--- src/rtl/div_unit.sv ---
// Multi-cycle 32-bit radix-2 restoring divider for DIV/DIVU in EX.
// Returns {remainder, quotient}; ready_o holds until start_i drops.
module div_unit (
  input  logic        clk,
  input  logic        rst,
  input  logic        start_i,
  input  logic        annul_i,
  input  logic        signed_div_i,
  input  logic [31:0] opdata1_i,
  input  logic [31:0] opdata2_i,
  output logic [63:0] result_o,
  output logic        ready_o
);

  typedef enum logic [1:0] {StFree, StByZero, StOn, StEnd} state_e;

  state_e      state_q;
  logic [64:0] dividend_q;
  logic [31:0] divisor_q;
  logic [5:0]  cnt_q;
  logic        quot_neg_q;
  logic        rem_neg_q;

  logic [31:0] abs_op1;
  logic [31:0] abs_op2;
  logic [64:0] shifted;
  logic [32:0] trial;
  logic [64:0] iter;
  logic [31:0] quot_fin;
  logic [31:0] rem_fin;

  always_comb begin
    abs_op1  = (signed_div_i && opdata1_i[31]) ? (~opdata1_i + 32'd1) : opdata1_i;
    abs_op2  = (signed_div_i && opdata2_i[31]) ? (~opdata2_i + 32'd1) : opdata2_i;
    shifted  = dividend_q << 1;
    trial    = shifted[64:32] - {1'b0, divisor_q};
    // A clear borrow bit means the divisor fits: keep the difference, emit a 1.
    iter     = trial[32] ? shifted : {trial, shifted[31:1], 1'b1};
    quot_fin = quot_neg_q ? (~iter[31:0] + 32'd1) : iter[31:0];
    rem_fin  = rem_neg_q ? (~iter[63:32] + 32'd1) : iter[63:32];
  end

  always_ff @(posedge clk or negedge rst) begin
    if (!rst) begin
      state_q    <= StFree;
      dividend_q <= '0;
      divisor_q  <= '0;
      cnt_q      <= '0;
      quot_neg_q <= 1'b0;
      rem_neg_q  <= 1'b0;
      result_o   <= '0;
      ready_o    <= 1'b0;
    end else begin
      unique case (state_q)
        StFree: begin
          if (start_i && !annul_i) begin
            if (opdata2_i == 32'd0) begin
              state_q <= StByZero;
            end else begin
              state_q    <= StOn;
              dividend_q <= {33'b0, abs_op1};
              divisor_q  <= abs_op2;
              cnt_q      <= '0;
              quot_neg_q <= signed_div_i & (opdata1_i[31] ^ opdata2_i[31]);
              rem_neg_q  <= signed_div_i & opdata1_i[31];
            end
          end
        end
        StByZero: begin
          state_q    <= StEnd;
          dividend_q <= '0;
          result_o   <= '0;
          ready_o    <= 1'b1;
        end
        StOn: begin
          if (annul_i) begin
            state_q <= StFree;
          end else begin
            dividend_q <= iter;
            cnt_q      <= cnt_q + 6'd1;
            if (cnt_q == 6'd31) begin
              state_q  <= StEnd;
              result_o <= {rem_fin, quot_fin};
              ready_o  <= 1'b1;
            end
          end
        end
        StEnd: begin
          if (!start_i) begin
            state_q  <= StFree;
            result_o <= '0;
            ready_o  <= 1'b0;
          end
        end
        default: state_q <= StFree;
      endcase
    end
  end

endmodule

--- config.mk ---
export PLATFORM = sky130hd
export DESIGN_NAME = div_unit
export DESIGN_NICKNAME = d
export VERILOG_FILES = /design/src/rtl/div_unit.sv
export SDC_FILE = /design/constraint.sdc
export NUM_CORES = 1
export LEC_CHECK = 0
export CAP_MARGIN = 20
export CORE_MARGIN = 4
export CORE_UTILIZATION = 50
export CTS_CLUSTER_DIAMETER = 60
export CTS_CLUSTER_SIZE = 20
export DETAILED_ROUTE_END_ITERATION = 8
export DONT_BUFFER_PORTS = 1
export HOLD_SLACK_MARGIN = 0.08
export PLACE_DENSITY = 0.68
export SLEW_MARGIN = 25
export SYNTH_ARGS = -nofsm -noshare
export SYNTH_HDL_FRONTEND = slang
export SYNTH_SLANG_ARGS = --single-unit
--- constraint.sdc ---
create_clock -name clk -period 4.7 [get_ports clk]
set_input_delay 1.41 -clock clk [delete_from_list [all_inputs] [get_ports clk]]
set_output_delay 1.41 -clock clk [all_outputs]
set_load 0.05 [all_outputs]
### Yosys cells after proc, flatten, opt, wreduce, memory -nomap -nowiden

Cells that the tools add are included.

* flip-flop bits (word level): 171
* input port bits: 69
* output and inout port bits: 65
* word-level logic and storage cells: 73

* $add $sub $neg: 6
* equal/unequal tests: 10
* mux-type cells: 27
* bitwise operators: 8
* reduce and logical (&&, ||, !) cells: 14

Operators with widths (number)
* $mux W64: 7
* $pmux W64 S3: 2
* $add A32 B1 Y32 const B: 4
* $mux W32: 4
* $not A32 Y32: 4
* $sub A33 B32 Y33: 1
* $logic_not A32 Y1: 1
* $mux W6: 3
* $pmux W6 S2: 1
* $reduce_and A4 Y1: 3
* $mux W2: 5
* $ne A2 B2 Y1 const B: 5
* $pmux W2 S4: 1
* $add A6 B1 Y6 const B: 1
* $eq A6 B5 Y1 const B: 1
* $reduce_and A3 Y1: 2
* $reduce_bool A3 Y1: 2
* $eq A2 B2 Y1 const B: 2
* $logic_and A1 B1 Y1: 3
* $mux W1: 3
* $ne A3 B3 Y1 const B: 1
* $pmux W1 S3: 1
* $and A1 B1 Y1: 2
* $eq A2 B1 Y1 const B: 1
* other kinds (5): 5

### Depth between registers and ports, before layout

Gate-level depths: netlist of run 1.

* depth after elaboration: 8
* depth in mapped cells: 24
* gate-level depth less buffers: 21

### Worst setup path after synthesis of run 1

No wires, ideal clock.

* path kind: reg2reg
* start point: register dividend_q[31]
* end point: register result_o[62]
* setup time: 129 ps
* arrival: 4922 ps
* required time: 4571 ps
* slack: -351 ps
* stages on the path, launching flop included: 24
* buffers on the path: 3
* period minus slack after synthesis: 5051 ps
* path through: dfrtp_1 > inv_1 > ha_1 > fa_1 > nand2b_1 > a21oi_1 > o211ai_1 > a21oi_1 > a21oi_1 > o21a_1 > inv_1 > buf_2 > clkbuf_1 > clkbuf_1 > o21ai_0 > inv_1 > ha_1 > inv_1 > or4_1 > nor4_1 > o22ai_1 > o41ai_2 > xnor2_1 > o21ai_1

* longest elaborated chain between the ends: 8

Ends and longest elaborated chain
* start: declaration: line 18 `logic [64:0] dividend_q;`
* start signal: assignment: line 61 `dividend_q <= {33'b0, abs_op1};`
* start signal: assignment: line 79 `dividend_q <= iter;`
* $sub A33 B32 Y33: line 36 `trial = shifted[64:32] - {1'b0, divisor_q};`
* $mux W64 *: line 38 `iter = trial[32] ? shifted : {trial, shifted[31:1], 1'b1};`
* $not A32 Y32: line 40 `rem_fin = rem_neg_q ? (~iter[63:32] + 32'd1) : iter[63:32];`
* $add A32 B1 Y32: line 40
* $mux W32 *: line 40
* $mux W64 *: line 81 `if (cnt_q == 6'd31) begin`
* $mux W64 *: line 76 `if (annul_i) begin`
* $pmux W64 S3 *: line 54 `unique case (state_q)`
* end signal: assignment: line 83 `result_o <= {rem_fin, quot_fin};`
* end: declaration: line 11 `output logic [63:0] result_o,`

Mark *: on every way between the ends. The rest lies on a longest branch, timed or not. The select of a mux whose other input is x is not followed.
A chain may end at the register's enable or synchronous reset.

### Worst setup path after layout of run 1

* start point: register dividend_q[52]
* end point: register result_o[62]

Same word-level chain as after synthesis.

==> flow_summary.ini, run 1 <==
[run_status]
status = finished clean

[timing]
finalMaxSlewViolations = 0
fin_crit_ps = 4440
layout_worst_path_cycle_share_pct = 94.6
tightest_slew_ps = 1090
setup_viol = 0
worst_slack_ps = 256
tns_ps = 0
finClkSkew_ps = 24.4
hold_viol_final = 0
max_freq_mhz = 225
max-slew-margin-rel_pct = 26.9

[synth]
synth_seq_area_share_pct = 34.9
synth-edff-count = 0
async_flop_share_pct = 100
ys_ff_latch = 171
yosysWarnings = 0
syn_inst = 1544
synth_nets = 1656
synth_cell_type_count = 76
synth.cell_area_sq_um = 12300
synth_area_per_cell_sq_um = 7.94
ys.flop_type = dfrtp_1

[die]
core_area_sq_um = 24200
die_area_sq_um = 27100
die_h_microns = 165
ios = 134
placementRows = 57
initial_core_util_pct = 50.5
die_w_microns = 165

[power]
irDropWorstVdd_mv = 0.352
power_switching_mw = 3.38
power_frac_seq_pct = 31.3
p_int_mw = 3.83
p_sw_share_pct = 46.9
clock_power_share_pct = 20.3
comb_power_share_pct = 48.4
p_leak_nw = 5.61
power.density_nw_per_um2 = 539

[drt]
wirelength_microns = 36300
avgViaCountPerCell = 6.05
num_vias = 11300
ant_nets = 0
first_pass_iters = 5
wl_per_cell_microns = 19.5
detail_route.iter0.violations = 1313
post-route-drc-count = 0

[setup_path]
crit_chain = ha_1 -> a21oi_1 -> o21ai_1 -> a41o_1 -> a221o_1 -> a21oi_2 -> o21a_2 -> inv_1 -> nand2_1 -> o21ai_0 -> inv_1 -> ha_2 -> inv_1 -> or4_4 -> nor4_4 -> o22ai_4 -> o41ai_2 -> xnor2_1 -> o21ai_1
critPathArrivalTime_ps = 4760
startpoint_type = flip-flop
worst-setup-path-type = reg -> reg
slowest_stage = or4_4
r2r_setup_slack_ps = 260
r2r_start = dividend_q[52]$_DFFE_PN0P_
end_kind = flip-flop
crit_path_max_incr_delay_ps = 560
crit_end = result_o[62]$_DFFE_PN0P_
reg2regPathDepth = 19
r2r_end = result_o[62]$_DFFE_PN0P_
cp_max_fo = 7
cp-startpoint = dividend_q[52]$_DFFE_PN0P_
cp.required_ps = 5020
cp_common_cell = inv_1

[global_route]
grt_pass1_vias = 10300
grt_overflow = 0
track_usage_pct = 26.5
grt_pass1_wl_microns = 56300
grt_max_degree = 172
antenna_found_initial = 1

[clock_network]
clock_latency_ps = 450
ctsHoldBuffers = 0
h-tree-depth = 4
clock-sinks = 171
clk_pin_slew_worst_paths_ps = 80
cts.path.max_buffers = 2
cts_root_buf = clkbuf_16
cts_tree = done
cts_buffers = 17

[final_layout]
post-route-util_pct = 55.2
drive_gt1_share_pct = 7.53
seq_area_sq_um = 4280
antenna_cells = 0
nets = 1640
multi_input_area_sq_um = 7510
fill_cells = 2307
area_growth_syn_to_layout_pct = 9.21

[placement]
dp_hpwl_microns = 27700
place_ws_ps = 197
place_congestion = 1.01
port_buffers = 0

[worst_hold_path]
min_path_type = reg -> reg

[run]
cap_violations = 0
## cells in the mapped netlist, drive strengths merged, types with 28 or more instances
cell	number	area [sq um]
xnor2	64	561
ha	42	526
nor3	41	205
mux2i	28	280
inv	64	240
dfrtp	171	4280
a21oi	147	739
o31ai	28	210
clkbuf	60	225
nand2	208	781
nor2	149	559
o21ai	188	941
xor2	69	604
## cell usage in the layout (no fill, tap or decap), types with 9 or more instances in the layout
| cell | instances |
|---|---|
| a21o_1 | 12 |
| a21oi_1 | 143 |
| a31oi_1 | 11 |
| and2_1 | 13 |
| buf_4 | 43 |
| clkbuf_16 | 17 |
| dfrtp_1 | 171 |
| ha_1 | 36 |
| inv_1 | 64 |
| mux2i_1 | 28 |
| nand2_1 | 207 |
| nand2b_1 | 17 |
| nand3_1 | 13 |
| nand4_1 | 10 |
| nor2_1 | 149 |
| nor3_1 | 41 |
| nor4_1 | 16 |
| o211ai_1 | 9 |
| o21ai_0 | 175 |
| o21ai_1 | 12 |
| o31ai_1 | 26 |
| or3_1 | 18 |
| or4_1 | 13 |
| xnor2_1 | 64 |
| xor2_1 | 69 |
## worst max-delay path: cells and delay by family (launching register included)
kind / cells / cell delay [ps]
XOR/XNOR: 1 / 150
AO/OA/AOI/OAI: 10 / 2010
flip-flops: 1 / 460
buffers and inverters: 3 / 230
adder cells (fa/ha/maj): 2 / 510
AND/OR/NAND/NOR: 3 / 950
## worst min-delay path by stage
stage / start / to / cells after the start
after floorplan: divisor_q[18]$_DFFE_PN0P_ / divisor_q[18]$_DFFE_PN0P_ / 2
after global placement: divisor_q[18]$_DFFE_PN0P_ / divisor_q[18]$_DFFE_PN0P_ / 2
after detailed placement: divisor_q[18]$_DFFE_PN0P_ / divisor_q[18]$_DFFE_PN0P_ / 2
after CTS: divisor_q[18]$_DFFE_PN0P_ / divisor_q[18]$_DFFE_PN0P_ / 2
after global routing: divisor_q[0]$_DFFE_PN0P_ / divisor_q[0]$_DFFE_PN0P_ / 2
final: divisor_q[18]$_DFFE_PN0P_ / divisor_q[18]$_DFFE_PN0P_ / 2
## flip-flops by register name (all words and copies together) (netlist names)
| signal | cells |
|---|---|
| rem_neg_q | 1 |
| state_q | 2 |
| dividend_q | 64 |
| ready_o | 1 |
| divisor_q | 32 |
| cnt_q | 6 |
| result_o | 64 |
| quot_neg_q | 1 |
## through the flow
stage | cell area (sq um) | hold slack [ps] | total power, mW | cells
detailed placement | 12700 | 471 | 5.64 | 1830
floorplan | 12300 | 450 | 4.67 | 1544
CTS | 13300 | 486 | 7.10 | 1861
global placement | 12700 | 464 | 5.58 | 1830
finish | 13400 | 481 | 7.21 | 1864
global route | 13400 | 506 | 7.71 | 1864
## power by group through the flow
stage                     clock [mW]  combinational (mW)  sequential [mW]
final                           1.47                3.49             2.25
after global routing            1.55                3.87             2.30
after CTS                       1.48                3.38             2.24
after detailed placement           0                3.37             2.27
after global placement             0                3.32             2.25
after floorplan                    0                2.58             2.09
## area by class of cell
class | count | share of cell area (%)
flip-flops and latches | 171 | 32.0
repair buffers | 44 | 2.56
clock inverters | 14 | 1.31
well taps | 324 | 3.03
multi-input cells | 1230 | 56.2
clock buffers | 17 | 3.18
inverters | 64 | 1.80
## cell families after synthesis
group / after synthesis / synth area share (%)
AND/OR/NAND/NOR: 543 / 20.4
AO/OA/AOI/OAI: 479 / 23.4
flip-flops: 171 / 34.9
buffers and inverters: 143 / 4.70
XOR/XNOR: 133 / 9.51
adder cells (fa/ha/maj): 43 / 4.45
multiplexers: 32 / 2.65
## routing by layer
layer,GRT usage [%],part of all wire (%),vias up
met1,41.9,48,5357
met3,5.81,9.5,52
met4,5.48,1.5,0
li1,-,-,5422
met2,36.7,41,455
met5,0,0,-
## timing repair
item	CTS	global route
setup buffers	0	3
setup endpoints to repair	0	8
gates resized for setup	0	15
endpoints found under the hold margin	0	0
(Power assumes the default switching activity.)
==> run 2, diff against run 1 <==
--- a/config.mk
+++ b/config.mk
@@ -12,6 +12,7 @@
 export CTS_CLUSTER_SIZE = 20
 export DETAILED_ROUTE_END_ITERATION = 8
 export DONT_BUFFER_PORTS = 1
+export GPL_TIMING_DRIVEN = 0
 export HOLD_SLACK_MARGIN = 0.08
 export PLACE_DENSITY = 0.68
 export SLEW_MARGIN = 25
==> run 2 against run 1 <==
Net effect: sequential share of layout area down 0.60 points; via count rose by 3.5%; largest cell class unchanged; final cell count is 2.5% higher; setup slack worse by 110 ps; clock power is essentially flat; highest routed layer unchanged; critical endpoint is now result_o[58]$_DFFE_PN0P_.
==> flow_summary.ini, run 2 (synthesis results as in run 1) <==
[timing]
tightest_slew_ps = 835
hold_viol_final = 0
fin_crit_ps = 4550
layout_worst_path_cycle_share_pct = 96.8
max_freq_mhz = 220
finClkSkew_ps = 19.4
max-slew-margin-rel_pct = 44.3
finalMaxSlewViolations = 0
hold_slack_ps = 479
tns_ps = 0
setup_viol = 0

[clock_network]
cts.path.max_buffers = 2
cts_root_buf = clkbuf_16
cts_tree = done
clock-sinks = 171
clock_latency_ps = 450
cts_buffers = 17
ctsHoldBuffers = 0
clk_pin_slew_worst_paths_ps = 80
h-tree-depth = 4

[setup_path]
end_kind = flip-flop
critPathArrivalTime_ps = 4870
cp.required_ps = 5020
slowest_stage = or4_4
crit_chain = ha_4 -> fa_2 -> nand2b_4 -> a21oi_4 -> o211ai_1 -> a21oi_2 -> a2bb2oi_2 -> o21a_2 -> inv_2 -> buf_6 -> nand2_2 -> o21ai_2 -> inv_2 -> ha_4 -> inv_1 -> or4_4 -> nor4_4 -> o22ai_4 -> o31ai_4 -> xnor2_2 -> o21ai_1
worst-setup-path-type = reg -> reg
startpoint_type = flip-flop
cp_max_fo = 12
crit_path_max_incr_delay_ps = 570

[power]
total_power_mw = 7.45
p_leak_nw = 5.64
power.density_nw_per_um2 = 546
irDropWorstVdd_mv = 0.342

[global_route]
grt_pass1_vias = 10900
track_usage_pct = 27.8
antenna_found_initial = 1
grt_max_degree = 172
grt_overflow = 0
grt_pass1_wl_microns = 59400

[die]
die_w_microns = 165
core_area_sq_um = 24200
die_h_microns = 165
initial_core_util_pct = 50.5
placementRows = 57
die_area_sq_um = 27100
ios = 134

[run]
cap_violations = 0

[final_layout]
area_growth_syn_to_layout_pct = 11.4
nets = 1686
drive_gt1_share_pct = 8.32
final_cell_mix = nand2_1, o21ai_0, dfrtp_1
postLayoutCellArea_sq_um = 13700
antenna_cells = 0
top_regs = dividend_q (64), result_o (64), divisor_q (32)
post-route-util_pct = 56.3
final_common_cell = nand2_1

[drt]
detail_route.iter0.violations = 1430
wirelength_microns = 37900
post-route-drc-count = 0
avgViaCountPerCell = 6.11
wl_per_cell_microns = 19.8
ant_nets = 0
first_pass_iters = 5
num_vias = 11700

[run_status]
status = finished clean

[placement]
port_buffers = 0
placed_cell_area_sq_um = 12700
dp_hpwl_microns = 29200
place_congestion = 0.968

[worst_hold_path]
min_path_type = reg -> reg
-- run 2: power breakdown --
part           internal, mW  switching, mW
clock network         0.727          0.733
registers              1.80          0.433
logic                  1.31           2.44
total                  3.84           3.61
-- run 2: what timing repair did --
action	CTS	global route
resized for setup	42	26
buffers inserted	14	2
setup endpoints to repair	20	10
pin swaps	16	14
-- run 2: cell type report --
type                    count  area, sq um
fillers                  2308        10600
multi-input cells        1230         7670
flip-flops and latches    171         4280
clock buffers              17          425
well taps                 324          405
plain buffers              74          323
inverters                  64          240
clock inverters            15          184
repair buffers             16          120
-- run 2: stage by stage --
step           instances  setup slack [ps]
5_1_grt             1911             -7.75
6_report            1911               151
3_5_place_dp        1868             -1070
2_1_floorplan       1544              7.44
3_3_place_gp        1868             -1030
4_1_cts             1912              12.1
-- run 2: metal layers --
metal  global-route usage (%)  share of wire, %  vias up
met4                     6.73               1.9        0
met2                     39.8                42      498
met1                     42.4                47     5574
li1                         -                 -     5543
met5                        0                 0        -
met3                     6.21               9.4       61
-- run 2: final timing paths --
check	startpoint	to	slack, ps	cells after the start
min in group asynchronous	rst	result_o[24]$_DFFE_PN0P_	650	0
min reg2reg	divisor_q[18]$_DFFE_PN0P_	divisor_q[18]$_DFFE_PN0P_	480	2
max reg2reg	divisor_q[0]$_DFFE_PN0P_	result_o[58]$_DFFE_PN0P_	150	21
min	divisor_q[18]$_DFFE_PN0P_	divisor_q[18]$_DFFE_PN0P_	480	2
max	divisor_q[0]$_DFFE_PN0P_	result_o[58]$_DFFE_PN0P_	150	21
max in group asynchronous	rst	divisor_q[0]$_DFFE_PN0P_	3780	0
-- run 2: worst max-delay path, delay by kind of cell (launching register included) --
family	cells	cell delay, ps
XOR/XNOR	1	170
adder cells (fa/ha/maj)	3	660
flip-flops	1	470
buffers and inverters	4	330
AND/OR/NAND/NOR	4	1180
AO/OA/AOI/OAI	9	1580
==> run 3, diff against run 2 <==
--- a/config.mk
+++ b/config.mk
@@ -8,6 +8,7 @@
 export CAP_MARGIN = 20
 export CORE_MARGIN = 4
 export CORE_UTILIZATION = 50
+export CTS_BUF_LIST = sky130_fd_sc_hd__clkbuf_4
 export CTS_CLUSTER_DIAMETER = 60
 export CTS_CLUSTER_SIZE = 20
 export DETAILED_ROUTE_END_ITERATION = 8
==> run 3 against run 2 <==
Net effect: critical path depth unchanged; hold slack got worse by 43 ps; final area down 1.7%; first-iteration DRC count shrank 5.1%.
==> flow_summary.ini, run 3 (synthesis results as in run 1) <==
[run_status]
status = finished clean

[final_layout]
final_cell_mix = nand2_1, o21ai_0, dfrtp_1
nets = 1695
fin_cells = 1921
fill_cells = 2348
multi_input_area_sq_um = 7660
post-route-util_pct = 55.4
top_regs = dividend_q (64), result_o (64), divisor_q (32)
drive_gt1_share_pct = 8.77
final_common_cell = nand2_1
area_growth_syn_to_layout_pct = 9.56
seq_area_sq_um = 4290

[drt]
detail_route.iter0.violations = 1357
num_vias = 11600
wirelength_microns = 37600
wl_per_cell_microns = 19.6
post-route-drc-count = 0
ant_nets = 0
avgViaCountPerCell = 6.05
first_pass_iters = 6

[power]
power.density_nw_per_um2 = 513
irDropWorstVdd_mv = 0.295
p_leak_nw = 5.55

[setup_path]
critPathArrivalTime_ps = 5090
worst-setup-path-type = reg -> reg
cp_max_fo = 10
r2r_setup_slack_ps = 120
end_kind = flip-flop
startpoint_type = flip-flop
cp.required_ps = 5200

[timing]
hold_viol_final = 0
layout_worst_path_cycle_share_pct = 97.5
tns_ps = 0
finalMaxSlewViolations = 0
max_freq_mhz = 218
fin_crit_ps = 4580
finClkSkew_ps = 42.8
tightest_slew_ps = 844
max-slew-margin-rel_pct = 43.8
setup_viol = 0

[global_route]
grt_pass1_vias = 10800
grt_overflow = 0
grt_max_degree = 172
antenna_found_initial = 1
grt_pass1_wl_microns = 58900
track_usage_pct = 27.5

[clock_network]
cts_buffers = 17
cts.path.max_buffers = 2
h-tree-depth = 4
clock_latency_ps = 630
ctsHoldBuffers = 0
clock-sinks = 171
cts_tree = done
clk_pin_slew_worst_paths_ps = 210
cts_root_buf = clkbuf_4

[die]
die_h_microns = 165
initial_core_util_pct = 50.5
die_area_sq_um = 27100
placementRows = 57
core_area_sq_um = 24200
ios = 134
die_w_microns = 165

[run]
cap_violations = 0

[placement]
dp_hpwl_microns = 29200
place_congestion = 0.968
dp_cells = 1868
port_buffers = 0

[worst_hold_path]
min_path_type = in -> async
[run 3: changes by cell type in the layout (fill, tap and decap cells not counted), moves of 2 or more]
cell       delta
nand2_2       -2
dfrtp_2       +4
nand2_1       +2
clkbuf_16    -17
dfrtp_1       -4
clkbuf_4     +17
buf_4         +9
[run 3: area by class of cell]
| class | instances | area share [%] |
|---|---|---|
| inverter | 64 | 1.79 |
| buffer | 74 | 2.47 |
| clock buffer | 17 | 0.951 |
| sequential | 171 | 31.9 |
| clock inverter | 15 | 1.37 |
| antenna | 1 | 0.0186 |
| timing repair buffer | 25 | 1.40 |
| tap | 324 | 3.02 |
| multi-input combinational | 1230 | 57.0 |
[run 3: metrics by stage]
step | cell area (sq um) | hold slack, ps | setup WS, ps | total power, mW
global route | 13400 | 397 | -16.8 | 7.41
finish | 13400 | 435 | 119 | 6.89
floorplan | 12300 | 450 | 7.44 | 4.67
global placement | 12700 | 467 | -1030 | 5.61
CTS | 13300 | 409 | 14.4 | 6.71
detailed placement | 12700 | 470 | -1070 | 5.69
[run 3: final timing paths]
path | to | startpoint | cells past startpoint
setup / recovery | result_o[54]$_DFFE_PN0P_ | divisor_q[0]$_DFFE_PN0P_ | 21
hold / removal | result_o[24]$_DFFE_PN0P_ | rst | 0
setup reg to reg | result_o[54]$_DFFE_PN0P_ | divisor_q[0]$_DFFE_PN0P_ | 21
hold reg to reg | divisor_q[18]$_DFFE_PN0P_ | divisor_q[18]$_DFFE_PN0P_ | 2
max in group asynchronous | divisor_q[0]$_DFFE_PN0P_ | rst | 0
min in group clk | divisor_q[18]$_DFFE_PN0P_ | divisor_q[18]$_DFFE_PN0P_ | 2
[run 3: timing repair]
| action | CTS | global route |
|---|---|---|
| endpoints found under the setup margin | 18 | 10 |
| gates resized for setup | 40 | 29 |
| pin swaps | 15 | 14 |
| endpoints found under the hold margin | 0 | 0 |
| setup buffers | 13 | 12 |
[run 3: worst max-delay path, stage by stage, from the launching register on]
cell and delay [ps]:
dfrtp_2 500, ha_4 180, fa_2 340, nand2b_4 170, a21oi_4 160, o211ai_1 150
a21oi_2 240, a2bb2oi_2 190, o21a_2 190, inv_2 60, buf_12 140, nand2_2 60
o21ai_1 60, inv_1 120, ha_4 150, inv_1 40, or4_4 570, nor4_4 380
o22ai_4 190, o31ai_2 280, xnor2_1 190, o21ai_1 110
[run 3: report_power, final]
group	leakage, nW	switching [mW]	total, mW	internal (mW)
sequential	2.21	0.429	2.23	1.80
combinational	3.17	2.42	3.73	1.32
clock	0.165	0.673	0.931	0.258
[run 3: routing by layer]
layer  GRT usage (%)  routed length, microns  up-vias
met4            7.18                     773        0
met1            41.6                   17500     5465
met5               0                       0        -
li1                -                       -     5553
met2            38.7                   15500      532
met3            7.44                    3950       70
